### src/rtl/spi_slave_stream.sv
// spi_slave_stream: SPI mode-0 (CPOL=0, CPHA=0) responder.
// It oversamples the SPI pins in the clk_i domain. Received words leave on an
// RX valid/ready stream. Words to transmit are popped from a TX valid/ready stream.
// Optional build macro: SPI_SLAVE_LSB_FIRST_EN selects LSB-first shifting in both
// directions. Without it, words are shifted MSB first.
module spi_slave_stream #(
    parameter int unsigned           DATA_WIDTH  = 32,
    parameter int unsigned           SYNC_STAGES = 2,
    parameter logic [DATA_WIDTH-1:0] IDLE_WORD   = '0
) (
    input  logic                  clk_i,
    input  logic                  rst_i,
    input  logic                  sclk_i,
    input  logic                  cs_ni,
    input  logic                  mosi_i,
    output logic                  miso_o,
    output logic                  miso_oe_o,
    input  logic                  tx_valid_i,
    input  logic [DATA_WIDTH-1:0] tx_data_i,
    output logic                  tx_ready_o,
    output logic                  rx_valid_o,
    output logic [DATA_WIDTH-1:0] rx_data_o,
    input  logic                  rx_ready_i,
    output logic                  busy_o,
    output logic                  underrun_o,
    output logic                  overrun_o,
    output logic                  frame_err_o
);

    localparam int unsigned      CNT_W    = $clog2(DATA_WIDTH) + 1;
    localparam logic [CNT_W-1:0] CNT_FULL = CNT_W'(DATA_WIDTH);
    localparam logic [CNT_W-1:0] CNT_LAST = CNT_W'(DATA_WIDTH - 1);

    typedef enum logic [1:0] {
        IDLE,
        LOAD,
        SHIFT
    } state_t;

    state_t                  state;
    logic [CNT_W-1:0]        bit_cnt;
    logic [DATA_WIDTH-1:0]   tx_shift;
    logic [DATA_WIDTH-2:0]   rx_shift;

    logic [SYNC_STAGES-1:0]  sclk_sync;
    logic [SYNC_STAGES-1:0]  cs_sync;
    logic [SYNC_STAGES-1:0]  mosi_sync;
    logic                    sclk_q;
    logic                    cs_q;

    logic                    sclk_s;
    logic                    cs_s;
    logic                    mosi_s;
    logic                    sclk_rise;
    logic                    sclk_fall;
    logic                    cs_rise;
    logic                    cs_fall;

    logic                    load_now;
    logic [DATA_WIDTH-1:0]   load_word;
    logic [DATA_WIDTH-1:0]   tx_next;
    logic [DATA_WIDTH-1:0]   rx_word;
    logic [DATA_WIDTH-2:0]   rx_keep;
    logic                    miso_bit;

    // Synchronizer chains for the asynchronous pins, plus one delayed copy of the
    // last stage of SCLK and CS_N for edge detection. CS_N starts out deselected so
    // that leaving reset does not look like a select.
    always_ff @(posedge clk_i or posedge rst_i) begin
        if (rst_i) begin
            sclk_sync <= '0;
            cs_sync   <= '1;
            mosi_sync <= '0;
            sclk_q    <= 1'b0;
            cs_q      <= 1'b1;
        end else begin
            sclk_sync <= {sclk_sync[SYNC_STAGES-2:0], sclk_i};
            cs_sync   <= {cs_sync[SYNC_STAGES-2:0], cs_ni};
            mosi_sync <= {mosi_sync[SYNC_STAGES-2:0], mosi_i};
            sclk_q    <= sclk_sync[SYNC_STAGES-1];
            cs_q      <= cs_sync[SYNC_STAGES-1];
        end
    end

    assign sclk_s    = sclk_sync[SYNC_STAGES-1];
    assign cs_s      = cs_sync[SYNC_STAGES-1];
    assign mosi_s    = mosi_sync[SYNC_STAGES-1];
    assign sclk_rise = sclk_s & ~sclk_q;
    assign sclk_fall = ~sclk_s & sclk_q;
    assign cs_rise   = cs_s & ~cs_q;
    assign cs_fall   = ~cs_s & cs_q;

    // Shift direction. The received word is formed from the stored bits and the
    // bit currently being sampled. This lets the completed word be handed to the
    // RX stream in the same cycle as its last rising edge.
`ifdef SPI_SLAVE_LSB_FIRST_EN
    assign rx_word  = {mosi_s, rx_shift};
    assign rx_keep  = rx_word[DATA_WIDTH-1:1];
    assign tx_next  = {1'b0, tx_shift[DATA_WIDTH-1:1]};
    assign miso_bit = tx_shift[0];
`else
    assign rx_word  = {rx_shift, mosi_s};
    assign rx_keep  = rx_word[DATA_WIDTH-2:0];
    assign tx_next  = {tx_shift[DATA_WIDTH-2:0], 1'b0};
    assign miso_bit = tx_shift[DATA_WIDTH-1];
`endif

    // A TX word is taken on the first cycle after select, and again on the SCLK
    // fall that follows each completed word. A simultaneous CS release wins, so the
    // word is not popped.
    always_comb begin
        load_now = 1'b0;
        if (!cs_rise) begin
            if (state == LOAD) begin
                load_now = 1'b1;
            end else if (state == SHIFT && sclk_fall && bit_cnt == CNT_FULL) begin
                load_now = 1'b1;
            end
        end
        load_word = tx_valid_i ? tx_data_i : IDLE_WORD;
    end

    assign tx_ready_o = load_now & tx_valid_i;
    assign miso_o     = miso_oe_o & miso_bit;

    // Main transfer FSM. It also owns the RX holding register and the single-cycle
    // status pulses.
    always_ff @(posedge clk_i or posedge rst_i) begin
        if (rst_i) begin
            state       <= IDLE;
            bit_cnt     <= '0;
            tx_shift    <= '0;
            rx_shift    <= '0;
            miso_oe_o   <= 1'b0;
            rx_valid_o  <= 1'b0;
            rx_data_o   <= '0;
            busy_o      <= 1'b0;
            underrun_o  <= 1'b0;
            overrun_o   <= 1'b0;
            frame_err_o <= 1'b0;
        end else begin
            underrun_o  <= 1'b0;
            overrun_o   <= 1'b0;
            frame_err_o <= 1'b0;
            busy_o      <= ~cs_s;

            if (rx_valid_o && rx_ready_i) begin
                rx_valid_o <= 1'b0;
            end

            if (load_now) begin
                tx_shift   <= load_word;
                underrun_o <= ~tx_valid_i;
                bit_cnt    <= '0;
            end

            if (cs_rise) begin
                state       <= IDLE;
                miso_oe_o   <= 1'b0;
                bit_cnt     <= '0;
                rx_shift    <= '0;
                frame_err_o <= (bit_cnt != '0) && (bit_cnt != CNT_FULL);
            end else begin
                case (state)
                    IDLE: begin
                        if (cs_fall) begin
                            state <= LOAD;
                        end
                    end
                    LOAD: begin
                        state     <= SHIFT;
                        miso_oe_o <= 1'b1;
                    end
                    SHIFT: begin
                        if (sclk_rise && bit_cnt != CNT_FULL) begin
                            rx_shift <= rx_keep;
                            bit_cnt  <= bit_cnt + 1'b1;
                            if (bit_cnt == CNT_LAST) begin
                                if (!rx_valid_o || rx_ready_i) begin
                                    rx_data_o  <= rx_word;
                                    rx_valid_o <= 1'b1;
                                end else begin
                                    overrun_o <= 1'b1;
                                end
                            end
                        end else if (sclk_fall && bit_cnt != '0 && bit_cnt != CNT_FULL) begin
                            tx_shift <= tx_next;
                        end
                    end
                    default: begin
                        state <= IDLE;
                    end
                endcase
            end
        end
    end

endmodule

### config.mk
export PLATFORM = sky130hd
export DESIGN_NAME = spi_slave_stream
export DESIGN_NICKNAME = d
export VERILOG_FILES = /design/src/rtl/spi_slave_stream.sv
export SDC_FILE = /design/constraint.sdc
export NUM_CORES = 1
export LEC_CHECK = 0
export ABC_AREA = 1
export ABC_CLOCK_PERIOD_IN_PS = 10450
export CORE_MARGIN = 1.5
export CORE_UTILIZATION = 58
export DETAILED_ROUTE_END_ITERATION = 8
export PLACE_DENSITY = 0.95
export RECOVER_POWER = 50
export SYNTH_ARGS = -nofsm -noshare
export SYNTH_HDL_FRONTEND = slang
export SYNTH_SLANG_ARGS = --single-unit
### constraint.sdc
create_clock -name clk_i -period 10.45 [get_ports clk_i]
set_clock_uncertainty 0.2 [all_clocks]
set_input_delay 1.5675 -clock clk_i [delete_from_list [all_inputs] [get_ports clk_i]]
set_output_delay 1.5675 -clock clk_i [all_outputs]
set_load 0.01 [all_outputs]
==> impl_metrics.csv <==
group,metric,value,unit
synthesis,netlist.area_leader.share,0.536,
sta,fin_tns_setup,0,ns
synthesis,synth-adder-area-share,0.00705,
worst_setup_path,endpoint_kind,"primary output",
synthesis,synth.area.top_cells,"dfrtp_1, nand2_1, nor2_1",
synthesis,synth_enable_flop_cells,0,
sta,drv_slew,102,
floorplan,rows,34,
synthesis,syn_area_per_cell,8.51,µm²
synthesis,yosys_warnings,0,
worst_setup_path,r2r-start,"cs_sync[1]",
worst_setup_path,crit_type,"reg2out",
global_routing,grt_start_max_net_pins,90,
floorplan,start_util,0.604,
sta,slew_headroom,-1.33,
status,violations,"design-rule violations, max-capacitance violations, max-slew violations",
job,cap_violations,2,
synthesis,netlist-cell-type-count,28,
routing,dr.pass1.iters,8,
worst_setup_path,critPathLaunch,"cs_sync[1]",
clock_tree,htree_num_levels,4,
synthesis,synth_top_family_by_area,"simple AND/OR/NAND/NOR gates",
worst_setup_path,crit_fanout,69,
global_routing,grt_pass1_wl,19.8,mm
worst_setup_path,r2r_slack,5.57,ns
synthesis,synth_compound_area_frac,0.118,
floorplan,pin_count,79,
clock_tree,cts_buffers,17,
synthesis,synth.area.mux_share,0,
synthesis,async_flop_share,1.00,
sta,fin_crit_sh,0.689,
place,io_buffers,78,
routing,wl_met2,6.16,mm
floorplan,die_w,98.8,µm
global_routing,gr-total-overflow,0,
sta,holdWs,0.154,ns
layout,drive_above_1_share,0.109,
layout,ff_latch_area,2930,µm²
sta,worst_slew_pin_slew,3.50,ns
synthesis,synth_most_common_cell,"nand2_1",
global_routing,grt_use_total,0.260,
global_routing,antenna_found_initial,0,
synthesis,synth_area,5320,µm²
synthesis,synthFlopType,"dfrtp_1",
clock_tree,clockBufferDepth,2,
clock_tree,post_cts_resize_count,0,
routing,wl_met1,4.88,mm
layout,areaGrowthSynthToFinish,25.1,%
floorplan,die_h,98.8,µm
worst_setup_path,timing.critical_path.from_type,"register",
routing,top_layer,"met4",
clock_tree,cts_setup_buffers,0,
sta,rsz0062_at_grt,"false",
pwr,vdd_drop_max,0.176,mV
routing,via_count,4462,
sta,hold_viol,0,
synthesis,seq_area_frac_synth,0.551,
worst_setup_path,crit_chain,"ha_1, inv_6, nand3_1, clkbuf_1, nand2_1, inv_1, nor2_1, clkdlybuf4s50_1",
layout,fillCellCount,608,
synthesis,synth_cells,625,
routing,drt.antenna.violating_nets,0,
layout,fin_nets,728,
routing,routed_via_density,5.53,
status,status,"complete, but fails checks",
place,place_congestion,0.801,
routing,drt-initial-drc-count,327,
worst_setup_path,cp.required,8.68,ns
pwr,power.density,206,nW/µm²
layout,antennaDiodeCount,0,
synthesis,yosysTopAreaCell,"dfrtp_1",
clock_tree,clk_latency,0.52,ns
sta,fmax,139,MHz
synthesis,yosys-top-cells-count,"nand2_1, dfrtp_1, nor2_1",
clock_tree,cts_hold_repair.buffers,0,
clock_tree,clock_sinks,117,
routing,drcViolationCount,4,
routing,met3_length,540,µm
min_path,hold_class,"reg2reg",
worst_setup_path,crit_path_end,"tx_ready_o",
synthesis,ys_ff_latch,117,
worst_setup_path,crit_slowest_cell,"clkbuf_1",
global_routing,grt_pass1_vias,4318,
routing,wirelength,11.8,mm
routing,wl_per_cell,14.7,µm
clock_tree,cts_tree,"done",
worst_setup_path,max_stage_delay,2.47,ns
pwr,p_leak,3.22,nW
place,post-dp-hpwl,7.10,mm
worst_setup_path,worstPathArrival,5.44,ns
synthesis,synth_simple_gate_area_frac,0.243,
clock_tree,cts_root_buffer,"clkbuf_8",
synthesis,synth_fp_nets,667,
clock_tree,clk_pin_slew,0.05,ns
synthesis,yosys.area_share.xor_xnor,0,
worst_setup_path,timing.rr.end,"bit_cnt[5]",
floorplan,core,8810,µm²
worst_setup_path,rr_worst_depth,8,
floorplan,die_area,9760,µm²
sta,setup-violations-final,0,
layout,multi_input_area,1950,µm²
sta,fin_crit,7.20,ns
-- power breakdown --
part / switching [mW] / internal [mW] / leakage (nW)
Sequential: 0.0399 / 0.517 / 1.57
Clock: 0.209 / 0.388 / 0.294
Combinational: 0.136 / 0.0848 / 1.36
-- layer usage --
metal	GRT usage	up-vias
met5	0	-
met4	0.114	0
met3	0.0645	32
met2	0.437	155
met1	0.319	2151
li1	-	2124
-- cell families after synthesis --
| kind of cell | Yosys count |
|---|---|
| compound gates | 106 |
| fa+ha+maj | 3 |
| buf+inv | 95 |
| flops | 117 |
| simple gates | 304 |
-- critical path: cells and delay by family, from the launching register on --
kind | cells | cell delay, ns
buf+inv | 4 | 3.38
simple gates | 3 | 0.57
flops | 1 | 0.55
fa+ha+maj | 1 | 0.40
-- worst min-delay path by stage --
stage          slack (ns)  cells past startpoint      endpoint         start
3_3_place_gp         0.13                      0  mosi_sync[1]  mosi_sync[0]
3_5_place_dp         0.15                      0  sclk_sync[1]  sclk_sync[0]
4_1_cts              0.16                      0  sclk_sync[1]  sclk_sync[0]
5_1_grt              0.17                      0  sclk_sync[1]  sclk_sync[0]
6_report             0.15                      0  sclk_sync[1]  sclk_sync[0]
2_1_floorplan        0.13                      0  mosi_sync[1]  mosi_sync[0]
-- layout by cell type, fill, tap and decap left out, types with 2 or more instances in the layout --
master	netlist	routed
buf_4	6	3
nor2_2	5	5
nand2_1	116	116
ha_1	3	3
clkbuf_16	0	16
clkinv_4	0	5
clkinvlp_4	0	3
nor2_1	102	102
a21oi_1	11	11
nand3_1	66	67
nand4_1	7	7
dfrtp_1	114	114
o21ai_1	8	7
inv_1	53	52
nand2_2	2	2
o21ai_0	60	61
inv_6	1	2
dfstp_2	3	2
clkinv_2	0	2
dlygate4sd3_1	0	24
bufinv_16	0	4
clkdlybuf4s50_1	0	54
a21oi_2	26	26
-- metrics by stage --
| step | area, µm² | setup WS [ns] | cells | power [mW] | utilization |
|---|---|---|---|---|---|
| floorplan | 5320 | 5.59 | 625 | 0.723 | - |
| finish | 6660 | 3.25 | 807 | 1.37 | 0.756 |
| detailed placement | 6060 | 5.58 | 775 | 0.784 | 0.688 |
| global placement | 6060 | 5.60 | 775 | 0.770 | 0.688 |
| CTS | 6680 | 5.26 | 807 | 1.38 | 0.759 |
| global route | 6660 | 2.83 | 807 | 1.44 | 0.756 |
-- flip-flops by register name, indices dropped and copies added, names as in the netlist --
signal and count:
rx_data_o 32, tx_shift 32, rx_shift 31, bit_cnt 6, cs_sync 2, mosi_sync 2, sclk_sync 2, state 2
busy_o 1, cs_q 1, frame_err_o 1, miso_oe_o 1, overrun_o 1, rx_valid_o 1, sclk_q 1, underrun_o 1
-- layout make-up --
cell class,count,area share
multi-input combinational,413,0.293
tap,108,0.0203
sequential,117,0.440
clock inverter,15,0.0308
inverter,55,0.0319
clock buffer,17,0.0622
timing repair buffer,82,0.121
(Power assumes the default switching activity.)
